--- src/rtl/wb_arbiter.sv ---
// Register-file write-port arbiter: merges EX and LSU results, buffers EX in a FIFO, tracks pending loads.
// Latency: 1 cycle from grant to reg_wen_o/reg_waddr_o/reg_wdata_o; busy queries are combinational.
// Backpressure: ex_ready_o drops when the FIFO is full; lsu_ready_o drops on the starvation turn. Optional WB_STALL_CNT_EN adds stall_cnt_o.

module wb_arbiter_fifo #(
    parameter int W     = 8,
    parameter int DEPTH = 4
) (
    input  logic         clk,
    input  logic         rst,
    input  logic         push_vld,
    input  logic [W-1:0] push_dat,
    input  logic         pop_vld,
    output logic [W-1:0] head_dat,
    output logic         empty,
    output logic         full
);
    localparam int PW = $clog2(DEPTH);

    logic [W-1:0]  mem [DEPTH];
    logic [PW-1:0] rd_ptr;
    logic [PW-1:0] wr_ptr;
    logic [PW:0]   count;

    assign empty    = (count == '0);
    assign full     = (count == (PW+1)'(DEPTH));
    assign head_dat = mem[rd_ptr];

    always_ff @(posedge clk) begin
        if (push_vld) mem[wr_ptr] <= push_dat;
    end

    always_ff @(posedge clk) begin
        if (!rst) begin
            rd_ptr <= '0;
            wr_ptr <= '0;
            count  <= '0;
        end else begin
            if (push_vld) wr_ptr <= wr_ptr + 1'b1;
            if (pop_vld)  rd_ptr <= rd_ptr + 1'b1;
            case ({push_vld, pop_vld})
                2'b10:   count <= count + 1'b1;
                2'b01:   count <= count - 1'b1;
                default: count <= count;
            endcase
        end
    end
endmodule

module wb_arbiter #(
    parameter int DATA_W     = 64,
    parameter int ADDR_W     = 5,
    parameter int FIFO_DEPTH = 4
) (
    input  logic              clk,
    input  logic              rst,
    input  logic              ex_valid_i,
    output logic              ex_ready_o,
    input  logic [ADDR_W-1:0] ex_waddr_i,
    input  logic [DATA_W-1:0] ex_wdata_i,
    input  logic              lsu_valid_i,
    output logic              lsu_ready_o,
    input  logic [ADDR_W-1:0] lsu_waddr_i,
    input  logic [DATA_W-1:0] lsu_wdata_i,
    input  logic              lsu_issue_i,
    input  logic [ADDR_W-1:0] lsu_issue_rd_i,
    input  logic [ADDR_W-1:0] rs1_raddr_i,
    input  logic [ADDR_W-1:0] rs2_raddr_i,
    output logic              rs1_busy_o,
    output logic              rs2_busy_o,
    output logic [ADDR_W-1:0] reg_waddr_o,
    output logic [DATA_W-1:0] reg_wdata_o,
    output logic              reg_wen_o
`ifdef WB_STALL_CNT_EN
    ,
    output logic [31:0]       stall_cnt_o
`endif
);
    localparam int NREG = 2 ** ADDR_W;

    typedef struct packed {
        logic [ADDR_W-1:0] addr;
        logic [DATA_W-1:0] data;
    } wb_item_t;

    wb_item_t  fifo_head;
    wb_item_t  ex_live;
    wb_item_t  ex_cand;
    wb_item_t  win;
    logic      fifo_empty;
    logic      fifo_full;
    logic      fifo_push;
    logic      fifo_pop;
    logic      ex_pending;
    logic      starve_hit;
    logic      lsu_grant;
    logic      ex_grant;
    logic [1:0] starve_cnt;
    logic      out_lsu;
    logic [NREG-1:0] busy;
    logic [NREG-1:0] busy_nxt;

    assign ex_live     = '{addr: ex_waddr_i, data: ex_wdata_i};
    assign ex_ready_o  = !fifo_full;
    assign ex_pending  = !fifo_empty || ex_valid_i;
    assign starve_hit  = (starve_cnt == 2'd2);
    assign lsu_grant   = lsu_valid_i && !(ex_pending && starve_hit);
    assign lsu_ready_o = lsu_grant;
    assign ex_grant    = ex_pending && !lsu_grant;
    assign ex_cand     = fifo_empty ? ex_live : fifo_head;
    assign win         = lsu_grant ? '{addr: lsu_waddr_i, data: lsu_wdata_i} : ex_cand;

    // A live EX item granted while the FIFO is empty bypasses storage entirely.
    assign fifo_push = ex_valid_i && ex_ready_o && !(fifo_empty && ex_grant);
    assign fifo_pop  = !fifo_empty && ex_grant;

    wb_arbiter_fifo #(
        .W     ($bits(wb_item_t)),
        .DEPTH (FIFO_DEPTH)
    ) u_ex_fifo (
        .clk      (clk),
        .rst      (rst),
        .push_vld (fifo_push),
        .push_dat (ex_live),
        .pop_vld  (fifo_pop),
        .head_dat (fifo_head),
        .empty    (fifo_empty),
        .full     (fifo_full)
    );

    // Set after clear so a re-issued load keeps its register pending.
    always_comb begin
        busy_nxt = busy;
        if (lsu_grant)   busy_nxt[lsu_waddr_i]    = 1'b0;
        if (lsu_issue_i) busy_nxt[lsu_issue_rd_i] = 1'b1;
        busy_nxt[0] = 1'b0;
    end

    always_ff @(posedge clk) begin
        if (!rst) begin
            starve_cnt  <= 2'd0;
            busy        <= '0;
            reg_wen_o   <= 1'b0;
            reg_waddr_o <= '0;
            reg_wdata_o <= '0;
            out_lsu     <= 1'b0;
        end else begin
            busy <= busy_nxt;
            if (!ex_pending || ex_grant)
                starve_cnt <= 2'd0;
            else if (lsu_grant && !starve_hit)
                starve_cnt <= starve_cnt + 2'd1;

            if ((lsu_grant || ex_grant) && win.addr != '0) begin
                reg_wen_o   <= 1'b1;
                reg_waddr_o <= win.addr;
                reg_wdata_o <= win.data;
                out_lsu     <= lsu_grant;
            end else begin
                reg_wen_o   <= 1'b0;
            end
        end
    end

    // The write-back cycle still reports busy so ID cannot read the stale register-file value.
    assign rs1_busy_o = (rs1_raddr_i != '0) &&
                        (busy[rs1_raddr_i] || (reg_wen_o && out_lsu && reg_waddr_o == rs1_raddr_i));
    assign rs2_busy_o = (rs2_raddr_i != '0) &&
                        (busy[rs2_raddr_i] || (reg_wen_o && out_lsu && reg_waddr_o == rs2_raddr_i));

`ifdef WB_STALL_CNT_EN
    always_ff @(posedge clk) begin
        if (!rst)
            stall_cnt_o <= '0;
        else if (ex_valid_i && !ex_ready_o)
            stall_cnt_o <= stall_cnt_o + 32'd1;
    end
`endif
endmodule
--- config.mk ---
export PLATFORM = sky130hd
export DESIGN_NAME = wb_arbiter
export DESIGN_NICKNAME = d
export VERILOG_FILES = /design/src/rtl/wb_arbiter.sv
export SDC_FILE = /design/constraint.sdc
export NUM_CORES = 1
export LEC_CHECK = 0
export ABC_AREA = 1
export BUFFER_PORTS_ARGS = -buffer_cell sky130_fd_sc_hd__buf_2
export CAP_MARGIN = 25
export CORE_AREA = 3 3 184 276
export CTS_CLUSTER_SIZE = 25
export DETAILED_ROUTE_END_ITERATION = 8
export DIE_AREA = 0 0 187 279
export GPL_TIMING_DRIVEN = 1
export PLACE_DENSITY_LB_ADDON = 0.15
export SYNTH_ARGS = -nofsm -noshare
export SYNTH_HDL_FRONTEND = slang
export SYNTH_SLANG_ARGS = --single-unit
--- constraint.sdc ---
create_clock -name clk -period 10.7 [get_ports clk]
set_input_delay 0.535 -clock clk [delete_from_list [all_inputs] [get_ports clk]]
set_output_delay 0.535 -clock clk [all_outputs]
set_load 0.05 [all_outputs]
# After elaboration in Yosys (flattened, before gate mapping)
# Memory sizes are Yosys's and may differ from the RTL's. A register that Yosys moved wholly into a read port is not among the register bits.
# Index checks and enable logic that the tools add are counted.
# W data, S select, Z words.
# word_totals
out_inout_bits	74
n_memories	1
mem_bits_rw	276
regBits	112
# memory_table
memory	depth	width	read_ports	rd_ports_with_merged_regs	write_ports	line_no	rtl
u_ex_fifo.mem	4	69	1	1	1	20	logic [W-1:0] mem [DEPTH];
# op_classes
eq_ne	6
n_mux	18
reduce_logical	34
order_cmp	6
n_addsub	5
bitwise_logic	4
# op_table
op	count
$mux W69	2
$mux W32	2
$and A32 B32 Y32	1
$not A32 Y32	1
$or A32 B32 Y32	1
$lt A5 B6 Y1 const B	4
$logic_and A1 B1 Y1	16
$reduce_bool A5 Y1	3
$bmux W1 S5	2
$demux W1 S5	2
$eq A5 B5 Y1	2
$ge A5 B1 Y1 const B	2
$logic_not A1 Y1	7
$mux W1	7
$add A2 B1 Y2 const B	3
$pmux W3 S2	1
$logic_or A1 B1 Y1	5
$eq A2 B2 Y1 const B	2
$mux W2	2
$add A3 B1 Y3 const B	1
$eq A3 B3 Y1 const B	1
$logic_not A3 Y1	1
$sub A3 B1 Y3 const B	1
$eq A2 B1 Y1 const B	1
other kinds (3)	3

# Longest topological paths before layout
# logic_depth
depth_word	13
mapped_depth	16

# By module
# From an unflattened synthesis, not the netlist that was laid out.
# hier_totals
hier_cells	1880
hier_area_um2	17365.4
# by_module_without_submodules
module	instances	seq_area_each_um2	cells_each	area_per_inst_um2
wb_arbiter_fifo	1	8468.1	724	10677.7
wb_arbiter	1	2082.0	1156	6687.7

# Worst setup path after synthesis
# Ideal clock, no wire load.
# synth_timing
path_kind	input -> register
startpoint	input port ex_valid_i
endpoint	memory u_ex_fifo.mem[0][0] in the netlist's numbering (enable)
setup_ps	497
arrival_ps	4371
cell_stages	9
slack_ps	5833
cell_sequence	inv_2 -> nand3_1 -> nand2_1 -> nand2_2 -> buf_2 -> nand2_1 -> buf_2 -> nand3_1 -> nor2_1
# synth_between
elab_chain_cells	11
# synth_rtl
item	line_no	rtl
from (decl)	57	input logic ex_valid_i,
$logic_or A1 B1 Y1	105	assign ex_pending = !fifo_empty || ex_valid_i;
$logic_and A1 B1 Y1	107	assign lsu_grant = lsu_valid_i && !(ex_pending && starve_hit);
$logic_not A1 Y1	107	
$logic_and A1 B1 Y1	107	
$logic_not A1 Y1	109	assign ex_grant = ex_pending && !lsu_grant;
$logic_and A1 B1 Y1	109	
$logic_and A1 B1 Y1	114	assign fifo_push = ex_valid_i && ex_ready_o && !(fifo_empty && ex_grant);
$logic_not A1 Y1	114	
$logic_and A1 B1 Y1 (*)	114	
$mux W1 (*)	30	if (push_vld) mem[wr_ptr] <= push_dat;
$mux W1 (not written as such) (*)	30	
to (decl)	20	
# Every way passes the cells marked *; elsewhere a longest branch is shown, timed or not.

# Worst setup path after layout
# layout_timing
startpoint	register u_ex_fifo.count[1]
endpoint	memory u_ex_fifo.mem[3][29] in the netlist's numbering (enable)
# layout_between
elab_chain_cells	13
# layout_rtl
item	line_no	rtl
from (decl)	23	logic [PW:0] count;
from (signal assigned)	42	2'b10: count <= count + 1'b1;
from (signal assigned)	43	2'b01: count <= count - 1'b1;
from (signal assigned)	44	default: count <= count;
$logic_not A3 Y1	25	assign empty = (count == '0);
$logic_not A1 Y1	105	
$logic_or A1 B1 Y1	105	
$logic_and A1 B1 Y1	107	
$logic_not A1 Y1	107	
$logic_and A1 B1 Y1	107	
$logic_not A1 Y1	109	
$logic_and A1 B1 Y1	109	
$logic_and A1 B1 Y1	114	
$logic_not A1 Y1	114	
$logic_and A1 B1 Y1 (*)	114	
$mux W1 (*)	30	
$mux W1 (not written as such) (*)	30	
# Marked as above.

==> impl_metrics.xml <==
<?xml version="1.0" encoding="UTF-8"?>
<metrics>
  <group name="synth">
    <metric name="synth_warnings" unit="">0</metric>
    <metric name="yosys.cell_types.count" unit="">28</metric>
    <metric name="synth_area_leader_cell" unit="">sky130_fd_sc_hd__edfxtp_1</metric>
    <metric name="netlist_area" unit="um^2">16900</metric>
    <metric name="avgSynthCellArea" unit="um^2">9.49</metric>
    <metric name="synth_area_leaders" unit="">sky130_fd_sc_hd__edfxtp_1 49%, sky130_fd_sc_hd__dfxtp_1 13%, sky130_fd_sc_hd__a21oi_1 6.7%, sky130_fd_sc_hd__o21ai_0 6.6%, sky130_fd_sc_hd__nand2_1 6.2%</metric>
    <metric name="synth_seq_area_share" unit="%">62.5</metric>
    <metric name="cell_with_the_most_instances_after_synthesis" unit="">sky130_fd_sc_hd__nand2_1</metric>
    <metric name="synthesized_flop_and_latch_total" unit="">389</metric>
    <metric name="synth-main-ff-cell" unit="">sky130_fd_sc_hd__edfxtp_1</metric>
    <metric name="synthArstFlopShare" unit="%">0</metric>
    <metric name="syn_nets" unit="">1944</metric>
    <metric name="synth.top_cell.area_share" unit="%">49.1</metric>
    <metric name="post_synth_inst_count" unit="">1779</metric>
    <metric name="ys_top_cells_by_count" unit="">281 x sky130_fd_sc_hd__nand2_1, 276 x sky130_fd_sc_hd__edfxtp_1, 225 x sky130_fd_sc_hd__a21oi_1</metric>
    <metric name="synth_edf_count" unit="">276</metric>
  </group>
  <group name="layout">
    <metric name="num-nets-final" unit="">2118</metric>
    <metric name="share_of_cells_above_drive_strength_1" unit="%">16.6</metric>
    <metric name="syn2layout_area_growth" unit="%">18.9</metric>
    <metric name="stdcell_count" unit="">2645</metric>
    <metric name="utilization" unit="%">41.2</metric>
  </group>
  <group name="timing">
    <metric name="final_min_period_over_clock_period" unit="%">43.1</metric>
    <metric name="maxSlewViolCount" unit="">0</metric>
    <metric name="fin_worst_skew" unit="ns">0.0194</metric>
    <metric name="fmax" unit="MHz">217</metric>
    <metric name="report.final.setup_viol" unit="">0</metric>
    <metric name="fin_crit" unit="ns">4.61</metric>
    <metric name="finalHoldViolations" unit="">0</metric>
    <metric name="maxSlewHeadroom" unit="%">35.3</metric>
    <metric name="worst_slew_pin_slew" unit="ns">0.971</metric>
    <metric name="rsz0062_at_grt" unit="">false</metric>
    <metric name="fin_setup_tns" unit="ns">0</metric>
  </group>
  <group name="worst_setup_path">
    <metric name="setup.worst_path.class" unit="">flop to flop</metric>
    <metric name="crit_arrival" unit="ns">4.77</metric>
    <metric name="worst_path_largest_cell_delay" unit="ns">0.70</metric>
    <metric name="reg2regPathDepth" unit="">9</metric>
    <metric name="cp-start-kind" unit="">flop</metric>
    <metric name="timing.critical_path.required" unit="ns">10.86</metric>
    <metric name="cp_slowest_cell" unit="">sky130_fd_sc_hd__nand2_2</metric>
    <metric name="critical_path.reg2reg.startpoint" unit="">u_ex_fifo.count[1]</metric>
    <metric name="timing.reg2reg.setup_slack" unit="ns">6.09</metric>
    <metric name="largest_fanout_on_the_critical_path" unit="">42</metric>
    <metric name="crit_path_frequent_cell" unit="">sky130_fd_sc_hd__buf_16</metric>
    <metric name="timing.critical_path.to_type" unit="">flop</metric>
    <metric name="worstPathCellList" unit="">nor2_2 &gt; nand2_2 &gt; inv_2 &gt; nand2_1 &gt; buf_16 &gt; nand3_1 &gt; nor2_4 &gt; buf_16 &gt; buf_4</metric>
    <metric name="rr_endpoint" unit="">u_ex_fifo.mem[3][29]</metric>
  </group>
  <group name="floorplanning">
    <metric name="design.core.area" unit="um^2">48700</metric>
    <metric name="die_h" unit="um">279</metric>
    <metric name="num_io_pins" unit="">232</metric>
    <metric name="number_of_placement_rows" unit="">99</metric>
    <metric name="initial_core_util" unit="%">34.7</metric>
    <metric name="die-area" unit="um^2">52200</metric>
    <metric name="die_boundary_width" unit="um">187</metric>
  </group>
  <group name="clocking">
    <metric name="htree_levels" unit="">2</metric>
    <metric name="cts_made_buffers" unit="">41</metric>
    <metric name="cts_sinks" unit="">389</metric>
    <metric name="clkTransAtPathRegs" unit="ns">0.06</metric>
    <metric name="cts_root_buf" unit="">sky130_fd_sc_hd__clkbuf_16</metric>
    <metric name="cts_repair_resize_count" unit="">0</metric>
    <metric name="clock_insertion_delay_at_the_later_pin_of_the_skew_report" unit="ns">0.54</metric>
    <metric name="max-clock-path-buffers" unit="">3</metric>
    <metric name="cts.hold.buffers_added" unit="">0</metric>
    <metric name="cts_setup_buffers" unit="">0</metric>
    <metric name="cts_tree" unit="">built</metric>
  </group>
  <group name="detailed_routing">
    <metric name="detail_route.iter0.violations" unit="">823</metric>
    <metric name="post_drt_wl_per_cell" unit="um">19.2</metric>
    <metric name="remaining_antenna_violation_count" unit="">0</metric>
    <metric name="drc_errors" unit="">0</metric>
    <metric name="detail_route.first_pass.iterations" unit="">5</metric>
    <metric name="dr_total_vias" unit="">13500</metric>
    <metric name="via_per_inst" unit="">5.12</metric>
    <metric name="wirelength" unit="um">50800</metric>
  </group>
  <group name="place">
    <metric name="place.detailed.instances" unit="">2564</metric>
    <metric name="port_buffers" unit="">231</metric>
    <metric name="placer_congestion" unit="">0.847</metric>
    <metric name="hpwl" unit="um">32000</metric>
  </group>
  <group name="hold_path">
    <metric name="worst_hold_path_type" unit="">primary input to flop</metric>
    <metric name="timing.hold.worst.start" unit="">ex_wdata_i[55]</metric>
    <metric name="hold_path_depth" unit="">1</metric>
    <metric name="hold_path_end" unit="">u_ex_fifo.mem[2][55]</metric>
  </group>
  <group name="grt">
    <metric name="grt_use_total" unit="%">18.9</metric>
    <metric name="grt_max_degree" unit="">99</metric>
    <metric name="grt_pass1_vias" unit="">13400</metric>
    <metric name="grt_first_pass_wirelength" unit="um">77900</metric>
    <metric name="grt_overflow" unit="">0</metric>
    <metric name="grt_antenna_before_repair" unit="">7</metric>
  </group>
  <group name="run">
    <metric name="maxCapViolations" unit="">0</metric>
  </group>
  <group name="power_and_ir_drop">
    <metric name="power_per_cell_area" unit="nW/um^2">262</metric>
    <metric name="max-vdd-ir-drop" unit="uV">176</metric>
    <metric name="power_leakage" unit="nW">7.88</metric>
  </group>
  <group name="status">
    <metric name="status" unit="">complete, no violations</metric>
  </group>
</metrics>
metal layers:
metal | GRT usage (%) | vias up | wire length, um
li1 | - | 6581 | -
met1 | 22.6 | 6511 | 20700
met2 | 34.6 | 358 | 26300
met3 | 3.03 | 82 | 2440
met4 | 5.82 | 6 | 1340
met5 | 0 | - | 34
per-stage QoR:
step           setup WS (ns)  power (mW)  hold slack [ns]  instance area [um^2]
3_5_place_dp            5.20        3.82            0.464                 18600
4_1_cts                 5.16        5.31            0.193                 20000
2_1_floorplan           5.83        3.29            0.444                 16900
6_report                6.09        5.26            0.223                 20100
5_1_grt                 5.72        5.56            0.204                 20100
3_3_place_gp            5.07        3.78            0.454                 18500
worst max path at each step:
stage                  startpoint              endpoint  slack (ns)
2_1_floorplan          ex_valid_i   u_ex_fifo.mem[0][0]        5.83
3_3_place_gp   u_ex_fifo.count[1]  u_ex_fifo.mem[1][29]        5.07
3_5_place_dp   u_ex_fifo.count[1]   u_ex_fifo.mem[3][0]        5.20
4_1_cts        u_ex_fifo.count[1]  u_ex_fifo.mem[3][29]        5.16
5_1_grt        u_ex_fifo.count[1]  u_ex_fifo.mem[3][29]        5.72
6_report       u_ex_fifo.count[1]  u_ex_fifo.mem[3][29]        6.09
layout by cell type (no fill, tap or decap), drive strengths merged, types with 3 or more instances in the layout:
cell type  count
buf          251
nand3        123
edfxtp       276
o22ai         65
clkbuf        56
inv           96
nor3          11
bufinv         6
diode          3
dfxtp        113
nor2         217
clkinv        11
ha             6
nand2        284
xor2           3
o21ai        223
a21oi        225
o211ai         8
logic make-up (layout without fill, tap and decap cells):
group                    after synthesis  after routing  synth area share (%)
AND/OR/NAND/NOR                      636            636                  15.2
AO/OA/AOI/OAI                        527            527                  16.3
flip-flops                           389            389                  62.5
buffers and inverters                215            422                  5.19
adder cells (fa/ha/maj)                7              7                 0.563
XOR/XNOR                               5              5                 0.259
other                                  0              3                     0
flip-flops by register name, summed over array words and instances, names as in the netlist, named ones only:
signal,cells
starve_cnt,2
reg_wdata_o,64
busy,31
u_ex_fifo.rd_ptr,2
u_ex_fifo.count,3
reg_wen_o,1
out_lsu,1
u_ex_fifo.mem,276
reg_waddr_o,5
u_ex_fifo.wr_ptr,2
power breakdown:
part           internal (mW)  switching, mW
logic                  0.462           1.29
clock network          0.902          0.585
registers               1.88          0.132
layout make-up:
type                       count  area (um^2)
clock buffer                  56         1150
timing repair buffer         251         1410
clock inverter                20          250
tap                          656          821
multi-input combinational   1175         5510
antenna                        3         7.51
fill                        4798        28600
sequential                   389        10600
inverter                      95          362
worst max-delay path, delay by kind of cell, from the launching register on:
kind / cells / cell delay [ns]
and+or+nand+nor: 5 / 2.27
buffers and inverters: 4 / 1.57
DFF: 1 / 0.37
(Power assumes the default switching activity.)
